**config.mk**
```make
export PLATFORM = sky130hd
export DESIGN_NAME = arcade_input_mapper
export DESIGN_NICKNAME = d
export VERILOG_FILES = /design/src/rtl/arcade_input_mapper_pkg.sv /design/src/rtl/arcade_input_mapper_coin_shaper.sv /design/src/rtl/arcade_input_mapper.sv
export SDC_FILE = /design/constraint.sdc
export NUM_CORES = 1
export LEC_CHECK = 0
export CORE_MARGIN = 4
export CORE_UTILIZATION = 45
export CTS_CLUSTER_SIZE = 30
export DETAILED_ROUTE_END_ITERATION = 10
export PLACE_DENSITY_LB_ADDON = 0.3
export SLEW_MARGIN = 40
export SYNTH_ARGS = -nofsm -noshare
export SYNTH_HDL_FRONTEND = slang
export SYNTH_SLANG_ARGS = --single-unit
```
**constraint.sdc**
```tcl
create_clock -name clk_sys -period 6.3 [get_ports clk_sys]
set_input_delay 1.575 -clock clk_sys [delete_from_list [all_inputs] [get_ports clk_sys]]
set_output_delay 1.575 -clock clk_sys [all_outputs]
set_load 0.005 [all_outputs]
```
**src/rtl/arcade_input_mapper_pkg.sv**
```systemverilog
`default_nettype none
// ============================================================================
//  Package     : invaders_input_pkg
//  Description : Shared constants for the arcade input mapper. Holds the PS/2
//                set-2 scan codes recognised by the mapper, the joystick bit
//                indices used by both the MiSTer joystick words and the
//                per-player control vectors, and the coin shaper state type.
//  Revision    : 1.0 - initial release
// ============================================================================
package invaders_input_pkg;

    // Player-1 scan codes
    localparam logic [7:0] SC_P1_RIGHT  = 8'h74;
    localparam logic [7:0] SC_P1_LEFT   = 8'h6B;
    localparam logic [7:0] SC_P1_DOWN   = 8'h72;
    localparam logic [7:0] SC_P1_UP     = 8'h75;
    localparam logic [7:0] SC_P1_FIRE_A = 8'h14;
    localparam logic [7:0] SC_P1_FIRE_B = 8'h11;
    localparam logic [7:0] SC_P1_FIRE_C = 8'h29;
    localparam logic [7:0] SC_P1_FIRE_D = 8'h12;

    // Player-2 scan codes
    localparam logic [7:0] SC_P2_RIGHT  = 8'h34;
    localparam logic [7:0] SC_P2_LEFT   = 8'h23;
    localparam logic [7:0] SC_P2_DOWN   = 8'h2B;
    localparam logic [7:0] SC_P2_UP     = 8'h2D;
    localparam logic [7:0] SC_P2_FIRE_A = 8'h1C;
    localparam logic [7:0] SC_P2_FIRE_B = 8'h1B;
    localparam logic [7:0] SC_P2_FIRE_C = 8'h15;
    localparam logic [7:0] SC_P2_FIRE_D = 8'h1D;

    // System scan codes; pairs share a single key bit
    localparam logic [7:0] SC_START1_A  = 8'h05;
    localparam logic [7:0] SC_START1_B  = 8'h16;
    localparam logic [7:0] SC_START2_A  = 8'h06;
    localparam logic [7:0] SC_START2_B  = 8'h1E;
    localparam logic [7:0] SC_COIN_A    = 8'h76;
    localparam logic [7:0] SC_COIN_B1   = 8'h2E;
    localparam logic [7:0] SC_COIN_B2   = 8'h36;

    // Joystick word bit indices (also the control vector layout for [7:0])
    localparam int JOY_RIGHT  = 0;
    localparam int JOY_LEFT   = 1;
    localparam int JOY_DOWN   = 2;
    localparam int JOY_UP     = 3;
    localparam int JOY_FIRE_A = 4;
    localparam int JOY_FIRE_B = 5;
    localparam int JOY_FIRE_C = 6;
    localparam int JOY_FIRE_D = 7;
    localparam int JOY_START1 = 8;
    localparam int JOY_START2 = 9;
    localparam int JOY_COIN   = 10;

    // Coin shaper states
    typedef enum logic [1:0] {
        IDLE  = 2'd0,
        PULSE = 2'd1,
        HOLD  = 2'd2,
        GAP   = 2'd3
    } coin_st_t;

endpackage
`default_nettype wire

```
**src/rtl/arcade_input_mapper_coin_shaper.sv**
```systemverilog
`default_nettype none
// ============================================================================
//  Module      : coin_shaper
//  Description : Stretches a raw coin request into a pulse of at least
//                COIN_MIN cycles, follows a longer hold, then forces the
//                output low for at least COIN_GAP cycles before re-arming.
//                The game CPU polls coin at frame rate, so short taps must
//                be widened and bounces must be locked out.
//  Ports       : clk_sys  - system clock
//                reset    - asynchronous active-high reset
//                raw      - unshaped coin request (any source)
//                coin     - shaped, registered coin output
//  Revision    : 1.0 - initial release
// ============================================================================
module coin_shaper
    import invaders_input_pkg::*;
#(
    parameter int COIN_MIN = 240000,
    parameter int COIN_GAP = 120000
) (
    input  logic clk_sys,
    input  logic reset,
    input  logic raw,
    output logic coin
);

    localparam int CNT_MAX = (COIN_MIN > COIN_GAP) ? COIN_MIN : COIN_GAP;
    localparam int CNT_W   = $clog2(CNT_MAX + 1);

    localparam logic [CNT_W-1:0] C_PULSE_LOAD = CNT_W'(COIN_MIN - 1);
    localparam logic [CNT_W-1:0] C_GAP_LOAD   = CNT_W'(COIN_GAP - 1);
    localparam logic [CNT_W-1:0] C_ONE        = CNT_W'(1);

    coin_st_t         state_q, state_d;
    logic [CNT_W-1:0] cnt_q,   cnt_d;
    logic             coin_q,  coin_d;

    // coin_d always equals the output for state_d, so the output is a
    // registered Moore output with no decode after the flop.
    always_comb begin
        state_d = state_q;
        cnt_d   = cnt_q;
        coin_d  = coin_q;
        case (state_q)
            IDLE: begin
                coin_d = 1'b0;
                if (raw) begin
                    state_d = PULSE;
                    cnt_d   = C_PULSE_LOAD;
                    coin_d  = 1'b1;
                end
            end
            PULSE: begin
                coin_d = 1'b1;
                if (cnt_q == '0) begin
                    if (raw) begin
                        state_d = HOLD;
                    end else begin
                        state_d = GAP;
                        cnt_d   = C_GAP_LOAD;
                        coin_d  = 1'b0;
                    end
                end else begin
                    cnt_d = cnt_q - C_ONE;
                end
            end
            HOLD: begin
                coin_d = 1'b1;
                if (!raw) begin
                    state_d = GAP;
                    cnt_d   = C_GAP_LOAD;
                    coin_d  = 1'b0;
                end
            end
            GAP: begin
                // Lockout: raw is deliberately ignored here.
                coin_d = 1'b0;
                if (cnt_q == '0) begin
                    state_d = IDLE;
                end else begin
                    cnt_d = cnt_q - C_ONE;
                end
            end
            default: begin
                state_d = IDLE;
                cnt_d   = '0;
                coin_d  = 1'b0;
            end
        endcase
    end

    always_ff @(posedge clk_sys or posedge reset) begin
        if (reset) begin
            state_q <= IDLE;
            cnt_q   <= '0;
            coin_q  <= 1'b0;
        end else begin
            state_q <= state_d;
            cnt_q   <= cnt_d;
            coin_q  <= coin_d;
        end
    end

    assign coin = coin_q;

endmodule
`default_nettype wire

```
**src/rtl/arcade_input_mapper.sv**
```systemverilog
`default_nettype none
// ============================================================================
//  Module      : arcade_input_mapper
//  Description : Tracks PS/2 key state and merges it with the two MiSTer
//                joystick words into registered per-player control vectors,
//                start lines and a shaped coin line.
//  Ports       : clk_sys  - system clock (24 MHz)
//                reset    - asynchronous active-high reset
//                ps2_key  - [10] toggle, [9] pressed, [8] extended, [7:0] code
//                joy1     - player-1 joystick word
//                joy2     - player-2 joystick word
//                p1, p2   - per-player controls {fireD..A, up, down, left, right}
//                p_any    - p1 | p2
//                start1   - start player 1
//                start2   - start player 2
//                coin     - shaped coin pulse
//  Revision    : 1.0 - initial release
// ============================================================================
module arcade_input_mapper
    import invaders_input_pkg::*;
#(
    parameter int COIN_MIN = 240000,
    parameter int COIN_GAP = 120000
) (
    input  logic        clk_sys,
    input  logic        reset,
    input  logic [10:0] ps2_key,
    input  logic [15:0] joy1,
    input  logic [15:0] joy2,
    output logic [7:0]  p1,
    output logic [7:0]  p2,
    output logic [7:0]  p_any,
    output logic        start1,
    output logic        start2,
    output logic        coin
);

    // Event detection state
    logic tog_q;
    logic armed_q;
    logic w_event;

    // Keyboard key-state bits
    logic [7:0] kbd_p1_q, kbd_p1_d;
    logic [7:0] kbd_p2_q, kbd_p2_d;
    logic       kbd_s1_q, kbd_s1_d;
    logic       kbd_s2_q, kbd_s2_d;
    logic       coin_a_q, coin_a_d;
    logic       coin_b_q, coin_b_d;

    // Registered outputs
    logic [7:0] p1_q, p1_d;
    logic [7:0] p2_q, p2_d;
    logic [7:0] p_any_q, p_any_d;
    logic       start1_q, start1_d;
    logic       start2_q, start2_d;

    logic       w_coin_raw;
    logic       w_key_val;
    logic       w_unused_bits;

    // armed_q blocks the first post-reset cycle so a toggle that is already
    // high when reset releases is not mistaken for a new key event.
    assign w_event   = armed_q && (ps2_key[10] != tog_q);
    assign w_key_val = ps2_key[9];

    always_ff @(posedge clk_sys or posedge reset) begin
        if (reset) begin
            tog_q   <= 1'b0;
            armed_q <= 1'b0;
        end else begin
            tog_q   <= ps2_key[10];
            armed_q <= 1'b1;
        end
    end

    // Key decode; the extended flag is intentionally not part of the match.
    always_comb begin
        kbd_p1_d = kbd_p1_q;
        kbd_p2_d = kbd_p2_q;
        kbd_s1_d = kbd_s1_q;
        kbd_s2_d = kbd_s2_q;
        coin_a_d = coin_a_q;
        coin_b_d = coin_b_q;
        if (w_event) begin
            case (ps2_key[7:0])
                SC_P1_RIGHT:  kbd_p1_d[JOY_RIGHT]  = w_key_val;
                SC_P1_LEFT:   kbd_p1_d[JOY_LEFT]   = w_key_val;
                SC_P1_DOWN:   kbd_p1_d[JOY_DOWN]   = w_key_val;
                SC_P1_UP:     kbd_p1_d[JOY_UP]     = w_key_val;
                SC_P1_FIRE_A: kbd_p1_d[JOY_FIRE_A] = w_key_val;
                SC_P1_FIRE_B: kbd_p1_d[JOY_FIRE_B] = w_key_val;
                SC_P1_FIRE_C: kbd_p1_d[JOY_FIRE_C] = w_key_val;
                SC_P1_FIRE_D: kbd_p1_d[JOY_FIRE_D] = w_key_val;
                SC_P2_RIGHT:  kbd_p2_d[JOY_RIGHT]  = w_key_val;
                SC_P2_LEFT:   kbd_p2_d[JOY_LEFT]   = w_key_val;
                SC_P2_DOWN:   kbd_p2_d[JOY_DOWN]   = w_key_val;
                SC_P2_UP:     kbd_p2_d[JOY_UP]     = w_key_val;
                SC_P2_FIRE_A: kbd_p2_d[JOY_FIRE_A] = w_key_val;
                SC_P2_FIRE_B: kbd_p2_d[JOY_FIRE_B] = w_key_val;
                SC_P2_FIRE_C: kbd_p2_d[JOY_FIRE_C] = w_key_val;
                SC_P2_FIRE_D: kbd_p2_d[JOY_FIRE_D] = w_key_val;
                SC_START1_A, SC_START1_B: kbd_s1_d = w_key_val;
                SC_START2_A, SC_START2_B: kbd_s2_d = w_key_val;
                SC_COIN_A:                coin_a_d = w_key_val;
                SC_COIN_B1, SC_COIN_B2:   coin_b_d = w_key_val;
                default: ;
            endcase
        end
    end

    // Output merge: keyboard and joystick sources are simply OR-ed, so a
    // key release never masks a joystick press of the same function.
    always_comb begin
        p1_d     = kbd_p1_q | joy1[7:0];
        p2_d     = kbd_p2_q | joy2[7:0];
        p_any_d  = p1_d | p2_d;
        start1_d = kbd_s1_q | joy1[JOY_START1] | joy2[JOY_START1];
        start2_d = kbd_s2_q | joy1[JOY_START2] | joy2[JOY_START2];
    end

    always_ff @(posedge clk_sys or posedge reset) begin
        if (reset) begin
            kbd_p1_q <= '0;
            kbd_p2_q <= '0;
            kbd_s1_q <= 1'b0;
            kbd_s2_q <= 1'b0;
            coin_a_q <= 1'b0;
            coin_b_q <= 1'b0;
            p1_q     <= '0;
            p2_q     <= '0;
            p_any_q  <= '0;
            start1_q <= 1'b0;
            start2_q <= 1'b0;
        end else begin
            kbd_p1_q <= kbd_p1_d;
            kbd_p2_q <= kbd_p2_d;
            kbd_s1_q <= kbd_s1_d;
            kbd_s2_q <= kbd_s2_d;
            coin_a_q <= coin_a_d;
            coin_b_q <= coin_b_d;
            p1_q     <= p1_d;
            p2_q     <= p2_d;
            p_any_q  <= p_any_d;
            start1_q <= start1_d;
            start2_q <= start2_d;
        end
    end

    // Coin request feeds the shaper directly; the shaper's own register
    // provides the output stage.
    assign w_coin_raw = coin_a_q | coin_b_q | joy1[JOY_COIN] | joy2[JOY_COIN];

    coin_shaper #(
        .COIN_MIN (COIN_MIN),
        .COIN_GAP (COIN_GAP)
    ) u_coin_shaper (
        .clk_sys (clk_sys),
        .reset   (reset),
        .raw     (w_coin_raw),
        .coin    (coin)
    );

    // Inputs that carry no function in this mapper.
    assign w_unused_bits = ^{ps2_key[8], joy1[15:11], joy2[15:11]};

    assign p1     = p1_q;
    assign p2     = p2_q;
    assign p_any  = p_any_q;
    assign start1 = start1_q;
    assign start2 = start2_q;

endmodule
`default_nettype wire

```
==> metrics.csv, run 1 <==
stage,metric,value,unit
floorplanning,io_pins,72,
sta,rsz0062_at_grt,false,
cells_and_area,drive_gt1_share,17.0,%
worst_setup_path,cp-end-kind,register,
sta,fin_crit_sh,59.4,%
global_route,grt_pass1_wl,14000,µm
synthesis,yosysWarnings,0,
power,ir_drop,0.182,mV
synthesis,synth_fp_nets,391,
sta,finClkSkew,0.00666,ns
power,powerDensity,367,nW/µm²
global_route,grt.total_usage,19.6,%
global_route,grt_start_max_net_pins,33,
run,cap_violations,0,
global_route,antenna_found_initial,0,
clocking,postCtsHoldBufs,0,
clocking,cts.sinks,69,
synthesis,synthDominantCellAreaShare,49.6,%
drt,drt_iter0_markers,168,
sta,final.min_clock_period,3.74,ns
drt,vias_per_cell,5.80,
floorplanning,core_area,7370,µm²
sta,worst_pin_slew,0.736,ns
drt,wire_per_inst,16.4,µm
synthesis,synth_area_leaders,"dfrtp_1, mux2_2, or2_2, nor2_1, nor3_1",
clocking,cts.path.max_buffers,2,
synthesis,syn_area_per_cell,10.2,µm²
drt,ant_nets,0,
placement,dpl.hpwl,6070,µm
worst_setup_path,crit_arrival,3.97,ns
clocking,h-tree-depth,3,
cells_and_area,layout.nets,453,
cells_and_area,stdcell_count,506,
placement,place_congestion,0.888,
synthesis,yosysUniqueCellTypes,55,
floorplanning,num_rows,31,
placement,io_buffers,60,
floorplanning,die_h,96.0,µm
clocking,cts_root_buf,clkbuf_8,
worst_setup_path,critPathRequiredTime,6.53,ns
sta,tns,0,ns
sta,holdWs,0.474,ns
sta,hold_viol,0,
drt,vias,2934,
synthesis,seq_area_frac_synth,49.6,%
synthesis,yosysMostFrequentCell,dfrtp_1,
drt,drt-total-wl,8300,µm
sta,setup_violations,0,
clocking,post_cts_buffers,0,
clocking,cts_resized,0,
status,status,"complete, no violations",
worst_setup_path,start_kind,input port,
synthesis,synth-edff-count,0,
cells_and_area,fill_cells,635,
synthesis,synth_commonest_cells,"dfrtp_1, nor2_1, or2_2",
synthesis,yosys.area.top_type,dfrtp_1,
synthesis,syn_inst,340,
global_route,grt_remaining_overflow,0,
worst_setup_path,worstSetupPathType,input port to register,
sta,fmax,267,MHz
drt,dr.pass1.iters,4,
placement,dp_cells,490,
synthesis,async_reset_ff_share,100,%
clocking,cts_buffers,9,
clocking,cts_tree,done,
sta,slew_viol_final,0,
power,leakage,1.82,nW
synthesis,synth.ff_latch_count,69,
floorplanning,initial_utilization,47.3,%
floorplanning,die_width,96.0,µm
clocking,clk_latency,0.34,ns
sta,relSlewSlack,50.6,%
clocking,clk_pin_slew,0.08,ns
synthesis,netlist_area,3480,µm²
cells_and_area,areaGrowthSynthToFinish,27.1,%
floorplanning,dieArea,9220,µm²
worst_hold_path,hold_path.class,register to register,
cells_and_area,diodes,0,
drt,drcViolationCount,0,
synthesis,synthFlopType,dfrtp_1,
global_route,grt_pass1_vias,2895,
worst_setup_path,path_max_fanout,14,
[layer usage]
| metal | vias to the layer above | wire length, µm | GRT usage, % |
|---|---|---|---|
| met5 | - | 0 | 0 |
| met4 | 0 | 77 | 5.45 |
| met3 | 8 | 576 | 4.85 |
| met2 | 121 | 4230 | 32.9 |
| met1 | 1434 | 3420 | 25.2 |
| li1 | 1371 | - | - |
[logic make-up after synthesis]
group / Yosys count / share of synthesized area (%)
AO/OA/AOI/OAI: 74 / 14.4
AND/OR/NAND/NOR: 138 / 22.2
flip-flops: 69 / 49.6
XOR/XNOR: 5 / 1.26
buffers and inverters: 24 / 2.94
other: 1 / 0.108
adder cells (fa/ha/maj): 6 / 2.15
multiplexers: 23 / 7.36
[worst max-delay path, stage by stage]
cell             delay [ns]
clkdlybuf4s50_1        0.48
nor4_4                 0.55
nand2_1                0.31
o21ai_1                0.40
buf_4                  0.30
o21ai_1                0.09
a32o_1                 0.25
[path summary, 6_finish.rpt]
path	from	endpoint	slack, ns	cells after the start
worst max-delay path	joy1[10]	u_coin_shaper.cnt_q[9]	2.56	7
worst min-delay path	kbd_s1_q	start1	0.47	1
worst max register to register	u_coin_shaper.cnt_q[8]	u_coin_shaper.cnt_q[9]	3.54	6
worst min register to register	kbd_s1_q	start1	0.47	1
max in group asynchronous	reset	kbd_p1_q[0]	4.12	5
min in group asynchronous	reset	u_coin_shaper.cnt_q[11]	1.55	3
[final cells by class]
| type | instances | area, µm² | area share (%) |
|---|---|---|---|
| clock buffer | 10 | 128 | 2.88 |
| clock inverter | 6 | 71.3 | 1.61 |
| inverter | 11 | 41.3 | 0.932 |
| multi-input combinational | 247 | 1670 | 37.8 |
| sequential | 69 | 1730 | 39.0 |
| tap | 99 | 124 | 2.80 |
| timing repair buffer | 64 | 663 | 15.0 |
[flip-flops by register name, summed over array words and instances, names as in the netlist]
register / flops
p2: 8
coin_a_q: 1
p_any: 8
kbd_p1_q: 8
tog_q: 1
u_coin_shaper.state_q: 2
start2: 1
kbd_s2_q: 1
kbd_s1_q: 1
armed_q: 1
p1: 8
u_coin_shaper.coin: 1
coin_b_q: 1
kbd_p2_q: 8
u_coin_shaper.cnt_q: 18
start1: 1
[layout by cell type, fill, tap and decap left out, types with 4 or more instances in the layout]
master	n
a211oi_1	6
a21oi_1	12
a31oi_1	7
clkbuf_8	9
clkdlybuf4s50_1	60
dfrtp_1	69
ha_1	6
inv_1	10
mux2_1	5
mux2_2	16
nand2_1	18
nand3_1	13
nand4b_1	4
nor2_1	26
nor3_1	16
nor4_1	4
o21ai_0	9
o21ai_1	7
o22ai_1	6
o31ai_1	4
or2_2	24
or3_1	5
or4_1	5
xnor2_1	4
[where the power goes]
group	total [mW]	internal, mW	switching [mW]
combinational	0.658	0.299	0.360
sequential	0.597	0.518	0.0783
clock	0.368	0.186	0.182
[metrics by stage]
stage	utilization [%]	power, mW	instance area [µm²]	worst slack (ns)
5_1_grt	60.1	1.74	4430	2.49
6_report	60.1	1.62	4430	2.56
3_3_place_gp	56.5	1.23	4160	1.94
3_5_place_dp	57.2	1.25	4220	2.25
4_1_cts	59.9	1.63	4420	2.62
2_1_floorplan	-	1.08	3480	2.99
Note: power is estimated with default switching activity, not from simulation.
==> run 2, diff against run 1 <==
clock period = 3.5 ns   (was 6.3 ns; I/O delays follow)
==> run 2 against run 1 <==
Net effect:
- non-clock buffer count grew 4
- clock power grew 83%
- sequential power grew 79%
- global-route usage shrank 0.22 points
- register-to-register slack lost 2.6 ns
- design area is essentially flat
- combinational power grew 82%
- die area is the same
- critical endpoint is now kbd_p2_q[6]
- sequential share of layout area is essentially flat
- largest cell class unchanged
- power grew 81%
==> metrics.csv, run 2 (same netlist as run 1, synthesis figures left out) <==
stage,metric,value,unit
clocking,postCtsHoldBufs,0,
cells_and_area,stdcell_area,4430,µm²
sta,slew_viol_final,0,
power,internal_power,1.86,mW
sta,tns,0,ns
drt,ant_nets,0,
worst_setup_path,critPathRequiredTime,3.72,ns
clocking,cts_buffers,9,
power,leakage,1.84,nW
status,status,"complete, no violations",
placement,place_congestion,0.918,
clocking,clk_pin_slew,0.07,ns
power,p_total,2.94,mW
placement,io_buffers,60,
floorplanning,dieArea,9220,µm²
drt,drcViolationCount,0,
sta,worst_pin_slew,0.647,ns
sta,relSlewSlack,56.6,%
drt,drt-total-wl,8160,µm
clocking,post_cts_buffers,0,
global_route,grt_remaining_overflow,0,
global_route,grt_pass1_wl,13800,µm
power,ir_drop,0.392,mV
sta,fmax,383,MHz
drt,drt_iter0_markers,123,
floorplanning,num_rows,31,
floorplanning,initial_utilization,47.3,%
cells_and_area,largest_reg_flops,18,
sta,final.setup.worst_slack,0.887,ns
floorplanning,io_pins,72,
worst_setup_path,crit_chain,"clkdlybuf4s50_1, nor3_1, nand2_1, or3_1, nor3b_1, mux2_1",
power,power_frac_comb,40.8,%
worst_setup_path,slowest_delay,0.47,ns
power,p_switching,1.08,mW
drt,vias,2899,
sta,rsz0062_at_grt,false,
worst_setup_path,crit_family,simple AND/OR/NAND/NOR gates,
clocking,clk_latency,0.33,ns
cells_and_area,layout_common_cells,"dfrtp_1, clkdlybuf4s50_1, nor2_1, or2_2, nand2_1",
worst_setup_path,path_max_fanout,5,
sta,setup_violations,0,
cells_and_area,areaGrowthSynthToFinish,27.1,%
power,power.share.clock,23.0,%
floorplanning,die_h,96.0,µm
global_route,grt_start_max_net_pins,51,
floorplanning,die_width,96.0,µm
global_route,grt.total_usage,19.4,%
global_route,antenna_found_initial,0,
worst_hold_path,hold_path.class,register to register,
sta,hold_viol,0,
sta,fin_crit_sh,74.7,%
cells_and_area,top_register,u_coin_shaper.cnt_q,
clocking,cts_root_buf,clkbuf_8,
worst_setup_path,cp-end-kind,register,
clocking,cts.sinks,69,
cells_and_area,drive_gt1_share,17.3,%
cells_and_area,diodes,0,
placement,post-place-ws,0.546,ns
drt,dr.pass1.iters,7,
drt,wire_per_inst,16.0,µm
sta,final.min_clock_period,2.61,ns
drt,vias_per_cell,5.68,
sta,finClkSkew,0.00863,ns
run,cap_violations,0,
worst_setup_path,start_kind,input port,
cells_and_area,layout.nets,457,
clocking,h-tree-depth,3,
power,powerDensity,664,nW/µm²
worst_setup_path,worstSetupPathType,input port to register,
power,seq_power_share,36.2,%
worst_setup_path,critical_path_buf_inv_count,1,
worst_setup_path,crit_arrival,2.83,ns
clocking,cts_resized,0,
placement,dpl.hpwl,6020,µm
placement,placed_cell_area,4220,µm²
clocking,cts.path.max_buffers,2,
global_route,grt_pass1_vias,2792,
worst_setup_path,crit_slowest_cell,clkdlybuf4s50_1,
cells_and_area,final_common_cell,dfrtp_1,
floorplanning,core_area,7370,µm²
clocking,cts_tree,done,
power,p_sw_share,36.7,%
[run 2: path summary, 6_finish.rpt]
check                                           endpoint                    from  slack, ns  cells past startpoint
min in group asynchronous                          p2[5]                   reset       0.87                      2
worst max register to register    u_coin_shaper.cnt_q[1]  u_coin_shaper.cnt_q[8]       0.94                      6
max in group asynchronous       u_coin_shaper.state_q[0]                   reset       2.02                      3
worst min register to register                     p2[7]             kbd_p2_q[7]       0.47                      1
worst min-delay path                               p2[7]             kbd_p2_q[7]       0.47                      1
worst max-delay path                         kbd_p2_q[6]              ps2_key[6]       0.89                      6
[run 2: cell type report]
class | count | area, µm²
Multi-Input combinational cell | 247 | 1660
Timing Repair Buffer | 68 | 673
Clock inverter | 4 | 55.1
Sequential cell | 69 | 1730
Tap cell | 99 | 124
Clock buffer | 12 | 155
Fill cell | 645 | 2940
Inverter | 11 | 41.3
[run 2: metrics by stage]
step           util, %  hold WS [ns]  std cells
3_3_place_gp      57.3         0.455        494
5_1_grt           60.1         0.481        510
4_1_cts           60.1         0.466        510
6_report          60.1         0.468        510
2_1_floorplan        -         0.434        340
3_5_place_dp      57.3         0.454        494
[run 2: power by group through the flow]
stage / clock network, mW / registers, mW / logic (mW)
2_1_floorplan: 0 / 1.04 / 0.897
3_3_place_gp: 0 / 1.07 / 1.17
3_5_place_dp: 0 / 1.08 / 1.19
4_1_cts: 0.702 / 1.06 / 1.21
5_1_grt: 0.736 / 1.09 / 1.35
6_report: 0.675 / 1.07 / 1.20
[run 2: layer usage]
layer | GRT usage (%) | wire [µm] | vias up
met5 | 0 | 0 | -
met4 | 4.27 | 65 | 0
met3 | 5.00 | 471 | 7
met2 | 32.5 | 4190 | 111
met1 | 25.2 | 3440 | 1402
li1 | - | - | 1379
==> run 3, diff against run 2 <==
clock period = 2.4 ns   (was 3.5 ns; I/O delays follow)
==> run 3 against run 2 <==
Net effect:
- via count is 5.5% higher
- sequential power is 46% higher
- hold slack better by 0.0019 ns
- count of clock-buffer cells in the layout decreased by 2
- clock skew rose by 0.0026 ns
- clock power is 28% higher
- largest power group unchanged
==> metrics.csv, run 3 (same netlist as run 1, synthesis figures left out) <==
stage,metric,value,unit
power,leakage,2.03,nW
clocking,clk_latency,0.35,ns
clocking,cts.path.max_buffers,2,
sta,tns,0,ns
worst_setup_path,crit_arrival,2.52,ns
placement,dpl.hpwl,6510,µm
status,status,"complete, no violations",
worst_setup_path,start_kind,register,
power,p_total,4.42,mW
floorplanning,initial_utilization,47.3,%
drt,drt_iter0_markers,150,
drt,vias_per_cell,5.54,
sta,final.min_clock_period,2.29,ns
clocking,clk_pin_slew,0.08,ns
power,powerDensity,933,nW/µm²
global_route,grt_remaining_overflow,0,
worst_setup_path,cp-end-kind,register,
clocking,cts_tree,done,
power,ir_drop,0.389,mV
placement,placed_cell_area,4560,µm²
global_route,grt.total_usage,20.9,%
worst_hold_path,hold_path.class,register to register,
worst_setup_path,worstSetupPathType,register to register,
sta,fin_crit_sh,95.4,%
placement,place_congestion,0.937,
cells_and_area,stdcell_area,4740,µm²
global_route,grt_pass1_vias,3107,
cells_and_area,fill_cells,615,
clocking,h-tree-depth,3,
global_route,grt_pass1_wl,14800,µm
cells_and_area,largest_reg_flops,18,
floorplanning,io_pins,72,
drt,ant_nets,0,
floorplanning,core_area,7370,µm²
drt,dr.pass1.iters,5,
cells_and_area,layout_common_cells,"dfrtp_1, clkdlybuf4s50_1, buf_4, nor2_1, or2_2",
clocking,cts_root_buf,clkbuf_8,
worst_setup_path,critPathRequiredTime,2.63,ns
clocking,post_cts_buffers,0,
cells_and_area,diodes,0,
sta,setup_violations,0,
sta,hold_viol,0,
sta,relSlewSlack,51.9,%
cells_and_area,drive_gt1_share,25.2,%
global_route,grt_start_max_net_pins,70,
floorplanning,die_h,96.0,µm
cells_and_area,fin_util,64.3,%
sta,worst_pin_slew,0.719,ns
placement,io_buffers,60,
cells_and_area,top_register,u_coin_shaper.cnt_q,
clocking,cts_buffers,9,
cells_and_area,final_common_cell,dfrtp_1,
cells_and_area,layout.nets,499,
sta,finClkSkew,0.0112,ns
drt,drcViolationCount,0,
worst_setup_path,path_max_fanout,9,
sta,slew_viol_final,0,
floorplanning,num_rows,31,
floorplanning,die_width,96.0,µm
cells_and_area,areaGrowthSynthToFinish,36.1,%
floorplanning,dieArea,9220,µm²
global_route,antenna_found_initial,0,
drt,vias,3059,
run,cap_violations,0,
drt,drt-total-wl,8750,µm
sta,fmax,437,MHz
drt,wire_per_inst,15.9,µm
clocking,cts.sinks,69,
clocking,postCtsHoldBufs,0,
sta,holdWs,0.470,ns
sta,rsz0062_at_grt,false,
[run 3: cell count changes in the layout (fill, tap and decap cells not counted), sizes merged]
cell	previous run	this run
buf	8	50
bufinv	1	0
clkbuf	12	10
clkinv	1	2
clkinvlp	1	3
[run 3: report_power, final]
group | switching (mW) | internal (mW)
clock network | 0.480 | 0.382
logic | 1.00 | 0.999
registers | 0.196 | 1.36
[run 3: final cells by class]
class / count / area (µm²) / area share, %
repair buffers: 110 / 1010 / 21.4
flip-flops and latches: 69 / 1730 / 36.4
clock inverters: 6 / 48.8 / 1.03
inverters: 11 / 41.3 / 0.871
clock buffers: 10 / 128 / 2.69
well taps: 99 / 124 / 2.61
multi-input cells: 247 / 1660 / 35.0
[run 3: final timing paths]
kind	slack, ns	startpoint	depth (start not counted)	endpoint
max	0.11	u_coin_shaper.cnt_q[4]	5	u_coin_shaper.cnt_q[11]
min	0.47	kbd_p2_q[4]	1	p2[4]
max reg2reg	0.11	u_coin_shaper.cnt_q[4]	5	u_coin_shaper.cnt_q[11]
min reg2reg	0.47	kbd_p2_q[4]	1	p2[4]
max in group asynchronous	1.45	reset	3	kbd_p2_q[6]
min in group asynchronous	0.63	reset	3	u_coin_shaper.cnt_q[9]
[run 3: critical path, cell delays in order (launching register included)]
cell	delay, ns
dfrtp_1	0.49
or4_4	0.57
or2_1	0.36
or4_1	0.42
a211oi_1	0.25
o22ai_1	0.10
[run 3: metrics by stage]
| step | setup slack, ns | instances |
|---|---|---|
| 6_report | 0.110 | 552 |
| 3_3_place_gp | -0.0907 | 536 |
| 4_1_cts | 0.0893 | 552 |
| 5_1_grt | 0.0113 | 552 |
| 2_1_floorplan | 0.0601 | 340 |
| 3_5_place_dp | -0.158 | 536 |
[run 3: repair_timing]
item,4_1_cts,5_1_grt
endpoints found under the setup margin,0,2
gates resized for setup,0,1
endpoints found under the hold margin,0,0
[run 3: layer usage]
| layer | wire, µm | GRT usage [%] |
|---|---|---|
| met2 | 4530 | 36.5 |
| met1 | 3570 | 24.6 |
| met3 | 524 | 5.63 |
| met4 | 121 | 7.46 |
| met5 | 0 | 0 |
